[src/rtl/wb_icache.sv]
// wb_icache: direct-mapped, read-only instruction cache sitting between a
// Wishbone-style CPU fetch port and a QSPI memory controller.
//
// Handshake (both sides): the requester raises stb with a stable address and
// holds it until the responder returns a one-cycle ack. cpu_ack_o is always
// registered and is high only in RESP. mem_stb_o stays high across all words
// of a line fill, and drops on the edge that samples the final mem_ack_i.
//
// Address map: adr[27]=0 is ROM (cacheable), adr[27]=1 is RAM (bypassed).
// The tag only covers adr[23:...], so ROM aliases above bit 23 share lines.
module wb_icache #(
    parameter int LINES = 4,
    parameter int WORDS = 4
) (
    input  logic        clk_i,
    input  logic        rst_i,
    input  logic        cpu_stb_i,
    input  logic [31:0] cpu_adr_i,
    output logic [31:0] cpu_dat_o,
    output logic        cpu_ack_o,
    input  logic        inv_i,
    output logic        mem_stb_o,
    output logic [31:0] mem_adr_o,
    input  logic [31:0] mem_dat_i,
    input  logic        mem_ack_i,
    output logic [1:0]  dbg_state_o
);

    localparam int OB = $clog2(WORDS);
    localparam int IB = $clog2(LINES);
    localparam int TL = 2 + OB + IB;
    localparam int TW = 24 - TL;

    typedef enum logic [1:0] {
        S_IDLE   = 2'd0,
        S_FILL   = 2'd1,
        S_BYPASS = 2'd2,
        S_RESP   = 2'd3
    } state_t;

    state_t             state_q;
    logic [31:2]        adr_q;
    logic [OB-1:0]      k_q;
    logic [LINES-1:0]   valid_q;
    logic               inv_seen_q;
    logic               cpu_ack_q;
    logic [31:0]        cpu_dat_q;
    logic               mem_stb_q;
    logic [31:0]        mem_adr_q;

    logic [31:0]        data_q [0:LINES*WORDS-1];
    logic [TW-1:0]      tag_q  [0:LINES-1];

    logic [OB-1:0]      req_off;
    logic [IB-1:0]      req_idx;
    logic [TW-1:0]      req_tag;
    logic               req_cache;
    logic               hit;
    logic [31:0]        rd_word;

    logic [OB-1:0]      lat_off;
    logic [IB-1:0]      lat_idx;
    logic [TW-1:0]      lat_tag;
    logic [OB-1:0]      k_nxt;
    logic               last_word;
    logic               fill_we;
    logic               unused_adr;

    // Split the live request address and the latched fill address into fields.
    always_comb begin
        req_off   = cpu_adr_i[2+OB-1:2];
        req_idx   = cpu_adr_i[TL-1:2+OB];
        req_tag   = cpu_adr_i[23:TL];
        req_cache = ~cpu_adr_i[27];
        hit       = valid_q[req_idx] && (tag_q[req_idx] == req_tag);
        rd_word   = data_q[{req_idx, req_off}];
        lat_off   = adr_q[2+OB-1:2];
        lat_idx   = adr_q[TL-1:2+OB];
        lat_tag   = adr_q[23:TL];
        k_nxt     = k_q + 1'b1;
        last_word = &k_q;
        fill_we   = (state_q == S_FILL) && mem_ack_i;
    end

    // Byte-offset bits of the fetch address carry no information.
    assign unused_adr = ^cpu_adr_i[1:0];

    // Line storage: written one word per memory ack, tag on the final word.
    always_ff @(posedge clk_i) begin
        if (fill_we) begin
            data_q[{lat_idx, k_q}] <= mem_dat_i;
            if (last_word) begin
                tag_q[lat_idx] <= lat_tag;
            end
        end
    end

    // Control FSM with registered CPU and memory side outputs.
    always_ff @(posedge clk_i or posedge rst_i) begin
        if (rst_i) begin
            state_q    <= S_IDLE;
            adr_q      <= '0;
            k_q        <= '0;
            valid_q    <= '0;
            inv_seen_q <= 1'b0;
            cpu_ack_q  <= 1'b0;
            cpu_dat_q  <= '0;
            mem_stb_q  <= 1'b0;
            mem_adr_q  <= '0;
        end else begin
            cpu_ack_q <= 1'b0;
            if (inv_i) begin
                valid_q <= '0;
            end
            case (state_q)
                S_IDLE: begin
                    if (cpu_stb_i) begin
                        adr_q <= cpu_adr_i[31:2];
                        if (req_cache && hit) begin
                            cpu_dat_q <= rd_word;
                            cpu_ack_q <= 1'b1;
                            state_q   <= S_RESP;
                        end else if (req_cache) begin
                            // Fills always run word 0 .. WORDS-1.
                            k_q        <= '0;
                            inv_seen_q <= 1'b0;
                            mem_stb_q  <= 1'b1;
                            mem_adr_q  <= {cpu_adr_i[31:2+OB], {OB{1'b0}}, 2'b00};
                            state_q    <= S_FILL;
                        end else begin
                            mem_stb_q <= 1'b1;
                            mem_adr_q <= {cpu_adr_i[31:2], 2'b00};
                            state_q   <= S_BYPASS;
                        end
                    end
                end
                S_FILL: begin
                    if (inv_i) begin
                        inv_seen_q <= 1'b1;
                    end
                    if (mem_ack_i) begin
                        // Capture the requested word as it streams past.
                        if (k_q == lat_off) begin
                            cpu_dat_q <= mem_dat_i;
                        end
                        if (last_word) begin
                            k_q       <= '0;
                            mem_stb_q <= 1'b0;
                            cpu_ack_q <= 1'b1;
                            state_q   <= S_RESP;
                            // An invalidate seen at any point of the fill wins.
                            if (!inv_i && !inv_seen_q) begin
                                valid_q[lat_idx] <= 1'b1;
                            end
                        end else begin
                            k_q       <= k_nxt;
                            mem_adr_q <= {adr_q[31:2+OB], k_nxt, 2'b00};
                        end
                    end
                end
                S_BYPASS: begin
                    if (mem_ack_i) begin
                        cpu_dat_q <= mem_dat_i;
                        mem_stb_q <= 1'b0;
                        cpu_ack_q <= 1'b1;
                        state_q   <= S_RESP;
                    end
                end
                S_RESP: begin
                    state_q <= S_IDLE;
                end
                default: begin
                    state_q <= S_IDLE;
                end
            endcase
        end
    end

    assign cpu_dat_o   = cpu_dat_q;
    assign cpu_ack_o   = cpu_ack_q;
    assign mem_stb_o   = mem_stb_q;
    assign mem_adr_o   = mem_adr_q;
    assign dbg_state_o = state_q;

endmodule

[config.mk]
export PLATFORM = sky130hd
export DESIGN_NAME = wb_icache
export DESIGN_NICKNAME = d
export VERILOG_FILES = /design/src/rtl/wb_icache.sv
export SDC_FILE = /design/constraint.sdc
export NUM_CORES = 1
export LEC_CHECK = 0
export BUFFER_PORTS_ARGS = -buffer_cell sky130_fd_sc_hd__buf_2
export CAP_MARGIN = 5
export CELL_PAD_IN_SITES_DETAIL_PLACEMENT = 0
export CELL_PAD_IN_SITES_GLOBAL_PLACEMENT = 1
export CORE_MARGIN = 10
export CORE_UTILIZATION = 33
export CTS_CLUSTER_SIZE = 25
export DETAILED_ROUTE_END_ITERATION = 7
export GPL_ROUTABILITY_DRIVEN = 1
export HOLD_SLACK_MARGIN = 0.1
export PLACE_DENSITY = 0.63
export SETUP_SLACK_MARGIN = 0.4
export SKIP_CTS_REPAIR_TIMING = 1
export SLEW_MARGIN = 10
export SYNTH_ARGS = -nofsm -noshare
export SYNTH_HDL_FRONTEND = slang
export SYNTH_SLANG_ARGS = --single-unit
[constraint.sdc]
create_clock -name clk_i -period 5.17 [get_ports clk_i]
set_input_delay 1.034 -clock clk_i [delete_from_list [all_inputs] [get_ports clk_i]]
set_output_delay 1.034 -clock clk_i [all_outputs]
set_load 0.01 [all_outputs]
======== Word level (Yosys, flattened, before mapping) ========
Memories as Yosys holds them, arrays and structs flattened.
Cells that the tools add are included.
cells by class
  add/sub/neg operators ................... 1
  $mul .................................... 0
  div/mod/pow operators ................... 0
  $lt $le $gt $ge ......................... 3
  equality and inequality tests ........... 15
  shift-type cells ........................ 0
  muxes and demuxes ....................... 55
  bitwise gates (word level) .............. 2
  reductions and logical operators ........ 18
operator list
  kind                 count
  $mux 32              9
  $pmux 32 s3          1
  $pmux 32 s2          1
  $mux 28              1
  $mux 2               11
  $mux 1               20
  $mux 4               5
  $eq 18x18->1         1
  $ne 2x2->1 const B   9
  $reduce_and 5->1     3
  $reduce_and 6->1     2
  $pmux 2 s4           1
  $lt 2x3->1 const B   2
  $pmux 1 s3           2
  $logic_and 1x1->1    5
  $eq 2x2->1 const B   2
  $or 4x4->4           1
  $pmux 2 s2           1
  $reduce_and 2->1     2
  $reduce_and 4->1     1
  $reduce_bool 3->1    1
  $add 2x1->2 const B  1
  $bmux 1 s2           1
  $demux 1 s2          1
  other kinds (9)      10
word-level totals
  register bits ........................... 105
  latch bits .............................. 0
  RAM bits ................................ 584
  memory bits (read-only) ................. 0
  input port bits ......................... 69
  output and inout port bits .............. 68
  logic and storage cells ................. 105
  memories ................................ 2
memory list
  name    words  width  rd ports  clocked after memory_dff  write ports  RTL line  text
  data_q  16     32     1         0                         1            51        logic [31:0] data_q [0:LINES*WORDS-1];
  tag_q   4      18     1         0                         1            52        logic [TW-1:0] tag_q [0:LINES-1];

======== Depth between registers and ports, before layout ========
  depth in word-level cells ............... 9
  gate-level depth with buffers ........... 13
  mapped depth without buffers ............ 8

======== Least setup slack after synthesis ========
Ideal clock, no wire load.
  path kind ............................... reg2reg
  from .................................... reg state_q[1] (netlist: dbg_state_o[1])
  to ...................................... mem data_q[6][0], enable pin
  library setup time ...................... 0.461 ns
  arrival ................................. 3.924 ns
  data required time ...................... 4.709 ns
  path slack .............................. 0.785 ns
  stages on the path, launching flop included .. 8
  buffers on the path ..................... 3
  period minus slack after synthesis ...... 4.385 ns
  cells stage by stage .................... dfrtp_1 inv_1 ha_1 buf_1 clkbuf_1 clkbuf_1 nand2_1 nor3_1
between the ends
  longest elaborated chain between the ends .. 4
RTL lines
  what                          RTL line  text
  start, declared               41        state_t state_q;
  start signal, assigned        101       state_q <= S_IDLE;
  start signal, assigned        122       state_q <= S_RESP;
  start signal, assigned        129       state_q <= S_FILL;
  $eq 2x1->1                    82        fill_we = (state_q == S_FILL) && mem_ack_i;
  $logic_and 1x1->1             82
  $mux 1                        90        if (fill_we) begin
  $mux 1 (implied by the code)  91        data_q[{lat_idx, k_q}] <= mem_dat_i;
  end, declared                 51
No other way between the ends.

======== Final worst setup path ========
  from .................................... in cpu_adr_i[4]
  to ...................................... reg cpu_dat_q[8] (netlist: cpu_dat_o[8])
between the ends
  longest elaborated chain between the ends .. 6
  elaborated cells between the ends (all ways) .. 12
  classes of those cells .................. eq/ne: 2; mux: 5; reduce/logical: 3; memory: 2
RTL lines
  what                                               RTL line  text
  start, declared                                    18        input logic [31:0] cpu_adr_i,
  $mem_v2 4x18 / $bmux 1 s2 (equally long branches)  --
  $eq 18x18->1 / $mux 1 (equally long branches)      75        hit = valid_q[req_idx] && (tag_q[req_idx] == req_tag);
  $logic_and 1x1->1                                  75
  $logic_and 1x1->1                                  119       if (req_cache && hit) begin
  $ne 2x2->1 (no line)                               --
  $reduce_and 6->1 (no line)                         --
  end signal, assigned                               120       cpu_dat_q <= rd_word;
  end signal, assigned                               144       cpu_dat_q <= mem_dat_i;
  end signal, assigned                               163       cpu_dat_q <= mem_dat_i;
  end, declared                                      47        logic [31:0] cpu_dat_q;
Parallel ways exist; a longest one is shown, timed or not. The select of a mux whose other input is x is not followed.
A chain may end at the register's enable or synchronous reset.

==> impl_metrics.json <==
{
  "coreArea_sq_mm": 0.08689,
  "crit_chain": "buf_4 -> mux4_2 -> xnor2_1 -> nand2_1 -> or4_4 -> or4_4 -> or4_1 -> or3b_1",
  "drive_above_1_share_pct": 30.07,
  "synth_edf_count": 584,
  "ys_ff_latch": 687,
  "hold_path.class": "input port to async pin",
  "gp_congestion": 0.7394,
  "syn_area_per_cell_sq_um": 17.76,
  "ys.flop_type": "edfxtp_1",
  "wl_um": 78010,
  "clkTransAtPathRegs_ns": 0.06,
  "post_drt_wl_per_cell_um": 26.13,
  "setup_viol": 0,
  "tightest_slew_ns": 1.166,
  "cp.required_ns": 5.74,
  "drt_iter0_markers": 1601,
  "min_period_ns": 3.767,
  "grt_pass1_vias": 16644,
  "start_util_pct": 33.34,
  "ios": 137,
  "grt_use_total_pct": 15.34,
  "async_flop_share_pct": 14.99,
  "utilization_pct": 38.79,
  "slowest_stage": "or4_4",
  "die_x_um": 316.3,
  "crit_top_cell": "or4_4",
  "first_pass_iters": 5,
  "grt-ovfl-total": 0,
  "rows": 108,
  "hold_viol": 0,
  "rsz0062_at_grt": "no",
  "cts.sinks": 687,
  "viasPerCell": 5.493,
  "vias": 16396,
  "hpwl_um": 45080,
  "yosysSeqAreaShare_pct": 69.43,
  "finClkSkew_ns": 0.03255,
  "cp.arrival_ns": 4.34,
  "end_kind": "register",
  "p_per_area_mw_per_mm2": 500.2,
  "final_max_slew_viol_count": 0,
  "synth_top_area_share_pct": 60.53,
  "cts_made_buffers": 74,
  "syn_inst": 1631,
  "die_y_um": 316.3,
  "worst-path-max-fanout": 45,
  "clk_latency_ns": 0.63,
  "grt_pass1_wl_um": 114000,
  "synth_area_leaders": "edfxtp_1 61%, mux4_2 13%, dfrtp_1 8.9%, mux2_2 2.2%, mux2i_1 1.9%",
  "ctsHtreeMaxLevel": 3,
  "irDropWorstVdd_v": 0.0004903,
  "synthDistinctLibCells": 54,
  "leakage_uw": 0.01119,
  "drcViolationCount": 0,
  "ys_warn_count": 0,
  "synth_top_cell_by_area": "edfxtp_1",
  "cp_slowest_stage_delay_ns": 0.82,
  "critPathLaunchType": "input port",
  "nets": 1841,
  "status": "finished, final reports clean",
  "fin_crit_sh_pct": 72.86,
  "die_area_sq_mm": 0.1000,
  "cts.path.max_buffers": 3,
  "maxCapViolations": 0,
  "max_freq_ghz": 0.2655,
  "cts_tree": "done",
  "ant_nets": 0,
  "antenna_found_initial": 16,
  "grt_max_degree": 76,
  "area_growth_pct": 16.33,
  "slew_headroom_pct": 22.06,
  "port_buffers": 132,
  "path_class": "input port to register",
  "cts-root-buf": "clkbuf_16",
  "syn_area_sq_mm": 0.02897,
  "fin_tns_setup_ns": 0
}
path summary, 6_finish.rpt:
kind,startpoint,to,slack (ns),cells past startpoint
worst max-delay path,cpu_adr_i[4],cpu_dat_o[8]$_DFFE_PP0P_,1.40,8
worst min-delay path,rst_i,cpu_dat_o[12]$_DFFE_PP0P_,0.48,2
worst max register to register,tag_q[3][12]$_DFFE_PP_,cpu_dat_o[8]$_DFFE_PP0P_,1.76,7
worst min register to register,adr_q[27]$_DFFE_PP0P_,adr_q[27]$_DFFE_PP0P_,0.49,2
max in group asynchronous,rst_i,mem_adr_o[12]$_DFFE_PP0P_,3.64,3
min in group clk_i,adr_q[27]$_DFFE_PP0P_,adr_q[27]$_DFFE_PP0P_,0.49,2
registers in the layout, summed over array words and instances, names as in the netlist:
name / flops
cpu_ack_o: 1
cpu_dat_o: 32
dbg_state_o: 2
data_q: 512
k_q: 2
mem_stb_o: 1
mem_adr_o: 30
valid_q: 4
tag_q: 72
inv_seen_q: 1
adr_q: 30
cell families (layout without fill, tap and decap cells):
group | Yosys count | in the layout | share of synthesized area, %
other | 1 | 6 | 0.01294
adders and majority gates | 8 | 8 | 0.3455
xor gates and xnor gates | 21 | 21 | 0.6608
muxes | 280 | 280 | 17.27
AOI/OAI and AO/OA | 205 | 205 | 4.949
and+or+nand+nor | 296 | 296 | 5.368
buffers and inverters | 133 | 327 | 1.961
DFF | 687 | 687 | 69.43
worst max-delay path: cells and delay by family:
| kind | cells | cell delay [ns] |
|---|---|---|
| XOR/XNOR | 1 | 0.19 |
| buffers and inverters | 1 | 0.23 |
| multiplexers | 1 | 0.54 |
| AND/OR/NAND/NOR | 5 | 2.27 |
where the power goes:
| group | switching, uW | leakage, uW | total [uW] | internal, uW |
|---|---|---|---|---|
| sequential | 458 | 0.00647 | 7140 | 6680 |
| clock | 2250 | 0.00125 | 5490 | 3240 |
| combinational | 2580 | 0.00347 | 4220 | 1640 |
| total | 5290 | 0.0112 | 16900 | 11600 |
final cells by class:
type | instances | area [sq um]
well taps | 1155 | 1445
diodes | 4 | 10.01
flip-flops and latches | 687 | 20110
fillers | 7847 | 53190
clock inverters | 43 | 499.2
clock buffers | 95 | 2053
inverters | 10 | 40.04
repair buffers | 179 | 1092
multi-input cells | 812 | 8446
per-stage QoR:
| step | instances | power, uW | area (sq um) | worst slack, ns | hold slack [ns] |
|---|---|---|---|---|---|
| finish | 2985 | 16860 | 33700 | 1.403 | 0.4804 |
| global route | 2982 | 17650 | 33690 | 1.224 | 0.4817 |
| CTS | 2981 | 17010 | 33690 | 1.432 | 0.4527 |
| detailed placement | 2843 | 11480 | 31140 | 0.7762 | 0.4732 |
| global placement | 2843 | 11320 | 31140 | 0.7863 | 0.4632 |
| floorplan | 1632 | 9825 | 28970 | 0.7845 | 0.4502 |
Yosys cell counts, drive strengths merged, types with 19 or more instances:
library cell,n
edfxtp,584
mux4,169
nand2,110
dfrtp,103
clkbuf,85
nor2,59
mux2,57
mux2i,54
a21oi,42
buf,38
o211ai,33
o21ai,31
o2111ai,30
a211oi,29
nor3b,27
or4,23
o221ai,22
or3b,21
xnor2,19
metal layers:
metal / vias to the layer above / part of all wire, % / global-route usage (%)
li1: 6939 / - / -
met1: 8659 / 43 / 21.30
met2: 667 / 47 / 23.88
met3: 127 / 7.9 / 3.874
met4: 4 / 2.2 / 3.981
met5: - / 0.035 / 0
placed cells by master, fill, tap and decap left out, types with 5 or more instances in the layout:
master	instances
a211oi_1	29
a21oi_1	42
buf_12	5
buf_2	128
buf_4	45
bufinv_16	8
clkbuf_1	11
clkbuf_16	76
clkbuf_8	9
clkinv_1	12
clkinv_2	13
dfrtp_1	103
edfxtp_1	584
ha_1	6
inv_1	8
mux2_2	57
mux2i_1	54
mux4_2	165
nand2_1	109
nand2b_1	6
nand3_1	7
nor2_1	41
nor2_4	14
nor3_1	5
nor3b_1	27
nor4_1	12
o2111ai_1	30
o211ai_1	33
o21ai_0	30
o221ai_1	22
or3_1	12
or3b_1	21
or4_1	21
xnor2_1	18
Note: power is estimated with default switching activity, not from simulation.
